File: config.mk
export PLATFORM = sky130hd
export DESIGN_NAME = sa_ram_rd_stream_128x11
export DESIGN_NICKNAME = d
export VERILOG_FILES = /design/src/rtl/sa_ram_rd_stream_128x11_pkg.sv /design/src/rtl/sa_ram_rd_skid_fifo.sv /design/src/rtl/sa_ram_rd_stream_128x11.sv
export SDC_FILE = /design/constraint.sdc
export NUM_CORES = 1
export LEC_CHECK = 0
export CAP_MARGIN = 20
export CELL_PAD_IN_SITES_DETAIL_PLACEMENT = 0
export CELL_PAD_IN_SITES_GLOBAL_PLACEMENT = 1
export CORE_AREA = 5 5 102 104
export CTS_BUF_LIST = sky130_fd_sc_hd__clkbuf_16
export DETAILED_ROUTE_END_ITERATION = 16
export DIE_AREA = 0 0 107 109
export GPL_ROUTABILITY_DRIVEN = 0
export GPL_TIMING_DRIVEN = 0
export PLACE_DENSITY = 0.75
export SLEW_MARGIN = 20
export SYNTH_ARGS = -nofsm -noshare
export SYNTH_HDL_FRONTEND = slang
export SYNTH_HIERARCHICAL = 1
export SYNTH_SLANG_ARGS = --single-unit
File: constraint.sdc
create_clock -name nvdla_core_clk -period 3.4 [get_ports nvdla_core_clk]
set_input_delay 0.34 -clock nvdla_core_clk [delete_from_list [all_inputs] [get_ports nvdla_core_clk]]
set_output_delay 0.34 -clock nvdla_core_clk [all_outputs]
set_load 0.02 [all_outputs]
File: src/rtl/sa_ram_rd_stream_128x11_pkg.sv
// Shared widths, skid FIFO geometry and FSM encodings for the RAM read streamer.
package sa_ram_rd_stream_128x11_pkg;

    localparam int RAM_AW     = 7;
    localparam int RAM_DW     = 11;
    localparam int SKID_DEPTH = 4;
    localparam int SKID_W     = RAM_DW + 1;
    localparam int CNT_W      = $clog2(SKID_DEPTH) + 1;
    localparam int IDX_W      = $clog2(SKID_DEPTH);

    localparam logic [1:0] ST_IDLE  = 2'd0;
    localparam logic [1:0] ST_RUN   = 2'd1;
    localparam logic [1:0] ST_DRAIN = 2'd2;

    typedef struct packed {
        logic              last;
        logic [RAM_DW-1:0] data;
    } skid_word_t;

    function automatic logic [RAM_AW-1:0] addr_inc(input logic [RAM_AW-1:0] a);
        return a + 1'b1;
    endfunction

endpackage

File: src/rtl/sa_ram_rd_skid_fifo.sv
// Shift-style skid FIFO; entry 0 is the head and drives dout straight from a flop.
module sa_ram_rd_skid_fifo
    import sa_ram_rd_stream_128x11_pkg::*;
(
    input  logic              clk,
    input  logic              rst_n,
    input  logic              push,
    input  logic              pop,
    input  logic [SKID_W-1:0] din,
    output logic [SKID_W-1:0] dout,
    output logic              full,
    output logic              empty,
    output logic [CNT_W-1:0]  count
);

    logic [SKID_W-1:0] mem_q [SKID_DEPTH];
    logic [SKID_W-1:0] mem_d [SKID_DEPTH];
    logic [CNT_W-1:0]  cnt_q;
    logic [CNT_W-1:0]  cnt_d;
    logic [CNT_W-1:0]  widx;
    logic              do_pop;
    logic              do_push;

    assign empty   = (cnt_q == '0);
    assign full    = (cnt_q == CNT_W'(SKID_DEPTH));
    assign do_pop  = pop && !empty;
    assign do_push = push && (!full || do_pop);
    assign widx    = do_pop ? (cnt_q - 1'b1) : cnt_q;

    always_comb begin
        mem_d = mem_q;
        cnt_d = cnt_q;
        if (do_pop) begin
            for (int i = 0; i < SKID_DEPTH - 1; i++) begin
                mem_d[i] = mem_q[i+1];
            end
            mem_d[SKID_DEPTH-1] = '0;
            cnt_d = cnt_q - 1'b1;
        end
        // write lands behind the shifted entries, so a push to empty shows next cycle
        if (do_push) begin
            mem_d[widx[IDX_W-1:0]] = din;
            cnt_d = cnt_d + 1'b1;
        end
    end

    always_ff @(posedge clk or negedge rst_n) begin
        if (!rst_n) begin
            for (int i = 0; i < SKID_DEPTH; i++) begin
                mem_q[i] <= '0;
            end
            cnt_q <= '0;
        end else begin
            mem_q <= mem_d;
            cnt_q <= cnt_d;
        end
    end

    assign dout  = mem_q[0];
    assign count = cnt_q;

endmodule

File: src/rtl/sa_ram_rd_stream_128x11.sv
// Burst read streamer: issues credit-limited RAM reads and streams words out via a skid FIFO.
//   state    | meaning
//   ST_IDLE  | waiting for a command, cmd_ready high
//   ST_RUN   | issuing reads while FIFO + in-flight credits allow
//   ST_DRAIN | all reads issued, waiting for the last word to pop
module sa_ram_rd_stream_128x11
    import sa_ram_rd_stream_128x11_pkg::*;
(
    input  logic              nvdla_core_clk,
    input  logic              nvdla_core_rstn,
    input  logic              cmd_valid,
    output logic              cmd_ready,
    input  logic [RAM_AW-1:0] cmd_addr,
    input  logic [RAM_AW-1:0] cmd_len,
    output logic [RAM_AW-1:0] ram_ra,
    output logic              ram_re,
    output logic              ram_ore,
    input  logic [RAM_DW-1:0] ram_dout,
    output logic              dout_valid,
    input  logic              dout_ready,
    output logic [RAM_DW-1:0] dout_pd,
    output logic              dout_last
);

    logic [1:0]        state_q, state_d;
    logic [RAM_AW-1:0] addr_q, addr_d;
    logic [RAM_AW-1:0] rem_q, rem_d;
    logic [RAM_AW-1:0] ra_hold_q, ra_hold_d;
    logic              ore_q, ore_d;
    logic              last1_q, last1_d;
    logic              vld2_q, vld2_d;
    logic              last2_q, last2_d;

    logic              issue;
    logic              issue_last;
    logic              credit;
    logic [CNT_W:0]    occ;
    logic              pop;
    logic [SKID_W-1:0] fifo_din;
    logic [SKID_W-1:0] fifo_dout;
    logic              fifo_full;
    logic              fifo_empty;
    logic [CNT_W-1:0]  fifo_cnt;
    skid_word_t        head;

    // in-flight reads hold FIFO slots until they land, so count them as occupied
    assign occ = {1'b0, fifo_cnt} + {{CNT_W{1'b0}}, ore_q} + {{CNT_W{1'b0}}, vld2_q};
    assign credit     = !fifo_full && (occ < (CNT_W+1)'(SKID_DEPTH));
    assign issue      = (state_q == ST_RUN) && credit;
    assign issue_last = issue && (rem_q == '0);
    assign pop        = dout_valid && dout_ready;
    assign head       = skid_word_t'(fifo_dout);

    always_comb begin
        state_d   = state_q;
        addr_d    = addr_q;
        rem_d     = rem_q;
        ra_hold_d = issue ? addr_q : ra_hold_q;
        ore_d     = issue;
        last1_d   = issue_last;
        vld2_d    = ore_q;
        last2_d   = last1_q;
        case (state_q)
            ST_IDLE: begin
                if (cmd_valid) begin
                    addr_d  = cmd_addr;
                    rem_d   = cmd_len;
                    state_d = ST_RUN;
                end
            end
            ST_RUN: begin
                if (issue) begin
                    addr_d = addr_inc(addr_q);
                    rem_d  = rem_q - 1'b1;
                    if (rem_q == '0) begin
                        state_d = ST_DRAIN;
                    end
                end
            end
            ST_DRAIN: begin
                if (pop && head.last) begin
                    state_d = ST_IDLE;
                end
            end
            default: state_d = ST_IDLE;
        endcase
    end

    always_ff @(posedge nvdla_core_clk or negedge nvdla_core_rstn) begin
        if (!nvdla_core_rstn) begin
            state_q   <= ST_IDLE;
            addr_q    <= '0;
            rem_q     <= '0;
            ra_hold_q <= '0;
            ore_q     <= 1'b0;
            last1_q   <= 1'b0;
            vld2_q    <= 1'b0;
            last2_q   <= 1'b0;
        end else begin
            state_q   <= state_d;
            addr_q    <= addr_d;
            rem_q     <= rem_d;
            ra_hold_q <= ra_hold_d;
            ore_q     <= ore_d;
            last1_q   <= last1_d;
            vld2_q    <= vld2_d;
            last2_q   <= last2_d;
        end
    end

    assign fifo_din = {last2_q, ram_dout};

    sa_ram_rd_skid_fifo u_skid (
        .clk   (nvdla_core_clk),
        .rst_n (nvdla_core_rstn),
        .push  (vld2_q),
        .pop   (pop),
        .din   (fifo_din),
        .dout  (fifo_dout),
        .full  (fifo_full),
        .empty (fifo_empty),
        .count (fifo_cnt)
    );

    assign cmd_ready  = (state_q == ST_IDLE);
    assign ram_re     = issue;
    assign ram_ra     = issue ? addr_q : ra_hold_q;
    assign ram_ore    = ore_q;
    assign dout_valid = !fifo_empty;
    assign dout_pd    = head.data;
    assign dout_last  = head.last;

endmodule

* Yosys cells after proc, flatten, opt, wreduce, memory -nomap -nowiden
Index checks and enable logic that the tools add are counted.
Storage, ports and cells: bits in latches 0, input port bits 29, output and inout bits 23, memories kept 0, RAM bits 0, register bits after elaboration 78, logic and storage cells 66, bits in read-only memories 0
Operators by class: reductions and logical operators 17, shifts and indexed selects 0, equal/unequal tests 7, mux-type cells 19, multiply operators 0, bitwise operators 1, div/mod/pow operators 0, $lt $le $gt $ge 3, add/sub/neg operators 6
Operators by type and width (count):
- $mux W48 | 2
- $bwmux W48 | 1
- $mux W7 | 5
- $pmux W7 S2 | 2
- $demux W12 S2 | 1
- $mux W12 | 1
- $logic_and A1 B1 Y1 | 8
- $mux W2 | 4
- $add A7 B1 Y7 const B | 1
- $logic_not A7 Y1 | 1
- $sub A7 B1 Y7 const B | 1
- $mux W3 | 2
- $ne A2 B2 Y1 const B | 3
- $pmux W2 S3 | 1
- $add A3 B1 Y4 | 1
- $add A4 B1 Y4 | 1
- $lt A4 B3 Y1 const B | 1
- $reduce_and A4 Y1 | 1
- $add A3 B1 Y3 const B | 1
- $eq A3 B3 Y1 const B | 1
- $ge A3 B3 Y1 const B | 1
- $logic_not A3 Y1 | 1
- $lt A3 B1 Y1 const B | 1
- $not A2 Y3 | 1
- other kinds (9) | 10

* Depth between registers and ports, before layout
Gate-level depths: netlist of the first run.
depth in word-level cells 12, gate-level depth with buffers 12, mapped depth without buffers 9

* Cells and area by module
The synthesis of the first run kept the hierarchy.
By module, submodules not included:
- sa_ram_rd_skid_fifo | cells an instance 211, area an instance 2661.3 µm², sequential area each 1276.2 µm², instances 1
- sa_ram_rd_stream_128x11 | cells an instance 132, area an instance 1422.6 µm², sequential area each 675.6 µm², instances 1

* Least setup slack after synthesis of the first run
OpenSTA, ideal clock, no wires.
kind register to output, from register u_skid.cnt_q[1] (netlist: u_skid/count[1]), to output ram_ra[0], path buffers 1, required time 3060 ps, slack 764 ps, cell stages (with the launch flop) 8, data arrival time 2296 ps, cell sequence dfrtp_1 -> inv_1 -> ha_1 -> and2_1 -> or4b_4 -> a21oi_4 -> buf_4 -> mux2_2
On the way: elaborated cells between the ends (all ways) 8, classes of those cells add/sub (2); order compare (1); eq/ne (1); mux (1); reduce/logical (3)
RTL lines:
- start: declaration | line sa_ram_rd_skid_fifo.sv:18 | logic [CNT_W-1:0] cnt_q;
- start signal: assignment | line sa_ram_rd_skid_fifo.sv:55 | cnt_q <= cnt_d;
- $eq A3 B3 Y1 | line sa_ram_rd_skid_fifo.sv:25 | assign full = (cnt_q == CNT_W'(SKID_DEPTH));
- via fifo_full | line sa_ram_rd_stream_128x11.sv:41 | logic fifo_full;
- $logic_not A1 Y1 | line sa_ram_rd_stream_128x11.sv:48 | assign credit = !fifo_full && (occ < (CNT_W+1)'(SKID_DEPTH));
- $logic_and A1 B1 Y1 | line sa_ram_rd_stream_128x11.sv:48
- $logic_and A1 B1 Y1 | line sa_ram_rd_stream_128x11.sv:49 | assign issue = (state_q == ST_RUN) && credit;
- $mux W7 | line sa_ram_rd_stream_128x11.sv:127 | assign ram_ra = issue ? addr_q : ra_hold_q;
- end: declaration | line sa_ram_rd_stream_128x11.sv:15 | output logic [RAM_AW-1:0] ram_ra,
The timed path passes the listed nets, and every way through them passes these cells.

* Worst setup path in the final report of the first run
from register u_skid.cnt_q[0] (netlist: u_skid/count[0]), to output ram_re
On the way: elaborated cells between the ends (all ways) 7, classes of those cells add/sub (2); order compare (1); eq/ne (1); reduce/logical (3)
RTL lines:
- $eq A3 B3 Y1 | line sa_ram_rd_skid_fifo.sv:25
- via fifo_full | line sa_ram_rd_stream_128x11.sv:41
- $logic_not A1 Y1 | line sa_ram_rd_stream_128x11.sv:48
- $logic_and A1 B1 Y1 | line sa_ram_rd_stream_128x11.sv:48
- $logic_and A1 B1 Y1 | line sa_ram_rd_stream_128x11.sv:49
- end: declaration | line sa_ram_rd_stream_128x11.sv:16 | output logic ram_re,
The timed path passes the listed nets, and every way through them passes these cells.

==> impl_metrics.toml, run 1 <==
[status]
status = "complete, no violations"

[routing]
drt_iter0_drc = 67
post_drt_wl_per_cell_um = 15.7
num_vias = 2732
vias_per_cell = 5.18
wl_um = 8250
ant_nets = 0
firstDrtPassIters = 5
drc = 0

[clock_network]
clk_latency_ps = 330
root_buffer = "clkbuf_16"
clock_path_buffers = 2
cts_tree = "done"
path_clk_slew_ps = 60
hold_buffers = 0
cts_sinks = 78
cts_max_level = 3
cts_buffers = 9

[timing]
layout_setup_ws_ps = 173
period_needed_ps = 3230
worst_slew_pin_slew_ps = 844
finalHoldViolCount = 0
fmax_mhz = 310
setup_viol = 0
final_max_slew_viol_count = 0
rsz0062_at_grt = "false"
post-route-period-util_pct = 94.9
skew_ps = 7.87
maxSlewHeadroom_pct = 43.6
fin_tns_setup_ps = 0

[synth]
ys_ff_latch = 78
netlist_top_cells_area = "dfrtp_1 48%, mux2i_1 21%, buf_4 3.1%, nand2_1 2.6%, inv_1 2.1%"
ys_seq_area_share_pct = 47.8
synth_top_area_share_pct = 47.8
synth_edf_count = 0
syn_inst = 343
avgSynthCellArea_um2 = 11.9
synth_cell_types = 58
synth_area_um2 = 4080
synth_nets = 378
ys_warn_count = 6
ys_async_sr_fraction_pct = 100
synth_area_leader_cell = "dfrtp_1"
synth_flop_cell = "dfrtp_1"

[floorplan]
fp.dieH_um = 109
coreArea_um2 = 9460
die_area_um2 = 11700
die_w_um = 107
std_cell_rows = 36
start_util_pct = 43.2
ioPinCount = 52

[finish]
multi_input_area_um2 = 1810
drive_above_1_share_pct = 16.7
final_cell_mix = "86 x mux2i_1, 77 x dfrtp_1, 43 x clkdlybuf4s50_1"
regArea_um2 = 1950
fin_cells = 527
post-route-cell-area_um2 = 5050
mostFrequentLayoutCell = "mux2i_1"
diodes = 0
nFillCells = 843
area_delta_synth_final_pct = 23.7
nNetsFinal = 443

[setup_path]
cp_max_fo = 11
worstSetupPathType = "register to primary output"
cp_slowest_cell = "clkdlybuf4s50_1"
cp-start-kind = "register"
cp-end-kind = "primary output"
required_ps = 3060
crit_chain = "inv_1, ha_1, and2_1, or4b_4, a21oi_4, buf_4, buf_6, clkdlybuf4s50_1"
max_stage_delay_ps = 620
path_buf_inv = 4
worstPathArrival_ps = 2890
path_delay_family = "buffers and inverters"

[placement]
pre_cts_ws_ps = -25.6
dp_hpwl_um = 5770
place_inst = 509
placedInstanceArea_um2 = 4750
port_buffers = 51

[global_route]
groute.usage.overall_pct = 15.3
grt_pass1_vias = 2862
grt_first_pass_wirelength_um = 14000
grt_max_degree = 44
gr-total-overflow = 0
antenna_found_initial = 0

[power]
power_density_nw_per_um2 = 966
ir_drop_uv = 488
power_mw = 4.88
p_leak_nw = 2.36

[flow_run]
max_cap_violations = 0

[hold_path]
hold_class = "primary input to asynchronous set/reset pin"
==> logic make-up after synthesis <==
logic type               Yosys count  share of synthesized area (%)
multiplexers                      94                           23.3
flip-flops                        78                           47.8
AND/OR/NAND/NOR                   68                           9.13
buffers and inverters             52                           7.78
AO/OA/AOI/OAI                     42                           9.47
adder cells (fa/ha/maj)            6                           1.84
XOR/XNOR                           3                          0.643
==> final cells by class <==
class                           count  share of cell area, %
Sequential cell                    78                   38.7
Tap cell                          114                   2.82
Clock buffer                        9                   4.46
Buffer                             29                   4.58
Timing Repair Buffer               54                   11.0
Inverter                           23                   1.71
Clock inverter                      7                  0.817
Multi-Input combinational cell    213                   35.9
==> synthesized netlist by cell type (3+ instances only) <==
master	n
nor4_1	3
a21oi_1	3
dfrtp_1	78
ha_1	6
nor2_1	6
o211ai_1	3
buf_4	17
mux2_2	7
nand3_1	8
clkbuf_1	3
and2_1	4
inv_1	23
buf_6	6
a211o_1	4
mux2i_1	86
nor3_1	3
and3b_1	3
a211oi_1	3
nand2_1	28
o21ai_0	4
==> power by group <==
part	leakage, nW	internal [mW]	switching, mW	total (mW)
registers	0.990	1.33	0.249	1.57
clock network	0.126	0.487	0.369	0.856
logic	1.25	1.21	1.24	2.45
==> sequential cells by signal, indices dropped and copies added (netlist names) <==
register      flops
addr_q            7
last1_q           1
last2_q           1
ra_hold_q         7
ram_ore           1
rem_q             7
state_q           2
u_skid/count      3
u_skid/dout      12
u_skid/mem_q     36
vld2_q            1
==> worst reg2reg max path: cells and delay by family (launching register included) <==
kind | cells | cell delay [ps]
flops | 1 | 400
buf+inv | 5 | 710
mux | 2 | 500
fa+ha+maj | 1 | 230
compound gates | 1 | 120
simple gates | 3 | 510
==> metal layers <==
metal	global-route usage, %	up-vias	part of all wire (%)	wire (µm)
met2	26.7	62	48	3950
met5	0	-	0	0
met1	18.5	1319	46	3800
li1	-	1338	-	-
met3	3.73	13	4.3	353
met4	5.57	0	1.8	146
==> per-stage QoR <==
stage	utilization, %	hold slack (ps)
floorplan	-	44.4
global placement	50.1	340
detailed placement	50.3	339
CTS	53.2	20.1
global route	53.4	54.6
finish	53.4	6.06
==> worst paths after layout <==
check                                       startpoint                          to  slack (ps)  cells past startpoint
max                          u_skid/count[0]$_DFF_PN0_                      ram_re         170                      8
min                                    nvdla_core_rstn    u_skid/dout[0]$_DFF_PN0_           6                      1
max reg2reg                  u_skid/count[0]$_DFF_PN0_  u_skid/mem_q[14]$_DFF_PN0_         840                     12
min reg2reg                          last1_q$_DFF_PN0_           last2_q$_DFF_PN0_         350                      0
max in group asynchronous              nvdla_core_rstn   u_skid/count[1]$_DFF_PN0_        2780                      2
min in group nvdla_core_clk          last1_q$_DFF_PN0_           last2_q$_DFF_PN0_         350                      0
==> timing repair <==
action                     4_1_cts  5_1_grt
resized for setup                2        6
setup endpoints to repair        8        6
setup buffers                    2        0
No activity file was read; power rests on OpenSTA's default activity.
==> run 2, diff against run 1 <==
- GPL_ROUTABILITY_DRIVEN: 0 -> 1
- SKIP_CTS_REPAIR_TIMING: unset -> 1
==> run 2 against run 1 <==
Effect of this change:
- final cell count grew 0.38%
- first-iteration DRC count down 3.0%
- clock skew barely moved
- die area did not move
- cell area grew 0.37%
- global-route usage fell by 0.067 points
- count of clock-buffer cells in the layout unchanged
- sequential power is essentially flat
- setup slack better by 19 ps
- critical endpoint unchanged
- largest cell class unchanged
- largest power group unchanged
- highest routed layer unchanged
==> impl_metrics.toml, run 2 (synthesis gave the netlist of run 1 again) <==
[clock_network]
cts_sinks = 78
cts_tree = "done"
clk_latency_ps = 330
clock_path_buffers = 2
root_buffer = "clkbuf_16"
cts_max_level = 3
path_clk_slew_ps = 60
cts_buffers = 9

[timing]
fin_hold_ws_ps = 9.53
worst_slew_pin_slew_ps = 846
finalHoldViolCount = 0
post-route-period-util_pct = 94.4
skew_ps = 8.09
maxSlewHeadroom_pct = 43.5
setup_viol = 0
period_needed_ps = 3210
fin_tns_setup_ps = 0
final_max_slew_viol_count = 0
rsz0062_at_grt = "false"
fmax_mhz = 312
layout_setup_ws_ps = 191

[power]
p_leak_nw = 2.38
sequentialPowerShare_pct = 32.1
power_mw = 4.91
swShare_pct = 38.0
power_frac_comb_pct = 50.5
power_switching_mw = 1.86
power_density_nw_per_um2 = 969
power_frac_clock_pct = 17.4
ir_drop_uv = 458
p_int_mw = 3.05

[routing]
drt_iter0_drc = 65
vias_per_cell = 5.18
post_drt_wl_per_cell_um = 15.6
ant_nets = 0
wl_um = 8230
drc = 0
num_vias = 2742
firstDrtPassIters = 4

[placement]
placedInstanceArea_um2 = 4750
place_inst = 509
dp_hpwl_um = 5770
port_buffers = 51
pre_cts_ws_ps = -25.6
gp_congestion = 0.764

[setup_path]
cp-start-kind = "register"
crit_chain = "inv_1, ha_1, and2_1, or4b_4, a21oi_4, buf_4, buf_6, clkdlybuf4s50_1"
worstSetupPathType = "register to primary output"
max_stage_delay_ps = 620
cp_slowest_cell = "clkdlybuf4s50_1"
worstPathArrival_ps = 2870
cp_max_fo = 11
cp-end-kind = "primary output"
required_ps = 3060

[finish]
mostFrequentLayoutCell = "mux2i_1"
fin_cells = 529
area_delta_synth_final_pct = 24.1
post-route-cell-area_um2 = 5070
diodes = 0
largest_register_ffs = 36
regMostFlops = "u_skid/mem_q"
final_util_pct = 53.6
final_cell_mix = "86 x mux2i_1, 77 x dfrtp_1, 43 x clkdlybuf4s50_1"
nNetsFinal = 445
drive_above_1_share_pct = 17.1

[global_route]
gr-total-overflow = 0
antenna_found_initial = 0
grt_pass1_vias = 2841
grt_first_pass_wirelength_um = 13900
grt_max_degree = 44
groute.usage.overall_pct = 15.2

[floorplan]
die_w_um = 107
std_cell_rows = 36
fp.dieH_um = 109
ioPinCount = 52
die_area_um2 = 11700
coreArea_um2 = 9460
start_util_pct = 43.2

[flow_run]
max_cap_violations = 0

[status]
status = "complete, no violations"

[hold_path]
hold_class = "primary input to asynchronous set/reset pin"
[run 2: changes by cell type in the layout (fill, tap and decap cells not counted), sizes merged]
cell,delta
buf,+2
dlymetal6s2s,+1
dlygate4sd2,-1
[run 2: power by group through the flow]
stage / logic [mW] / registers (mW) / clock network [mW]
2_1_floorplan: 1.80 / 1.53 / 0
3_3_place_gp: 2.41 / 1.59 / 0
3_5_place_dp: 2.46 / 1.60 / 0
4_1_cts: 2.47 / 1.59 / 0.887
5_1_grt: 2.72 / 1.63 / 0.925
6_report: 2.48 / 1.58 / 0.855
[run 2: layout make-up]
class	count	area, µm²
tap	114	143
buffer	29	231
clock buffer	9	225
clock inverter	7	41.3
sequential	78	1950
multi-input combinational	213	1810
fill	846	4390
inverter	23	86.3
timing repair buffer	56	576
[run 2: final timing paths]
kind,start,end,slack [ps],cells past startpoint
min,nvdla_core_rstn,u_skid/dout[0]$_DFF_PN0_,10,1
max,u_skid/count[0]$_DFF_PN0_,ram_re,190,8
max reg2reg,u_skid/count[0]$_DFF_PN0_,u_skid/mem_q[14]$_DFF_PN0_,830,12
min in group nvdla_core_clk,last1_q$_DFF_PN0_,last2_q$_DFF_PN0_,350,0
max in group asynchronous,nvdla_core_rstn,u_skid/count[1]$_DFF_PN0_,2780,2
min reg2reg,last1_q$_DFF_PN0_,last2_q$_DFF_PN0_,350,0
[run 2: metal layers]
| metal | wire [µm] | track usage (%) | vias to the layer above |
|---|---|---|---|
| li1 | - | - | 1339 |
| met4 | 99 | 5.48 | 0 |
| met5 | 0 | 0 | - |
| met2 | 4000 | 26.5 | 62 |
| met1 | 3790 | 18.5 | 1330 |
| met3 | 344 | 3.79 | 11 |
[run 2: critical path: cells and delay by family (launching register included)]
family | cells | cell delay [ps]
buffers and inverters | 4 | 1010
and+or+nand+nor | 2 | 730
adders and majority gates | 1 | 250
AOI/OAI and AO/OA | 1 | 160
DFF | 1 | 380
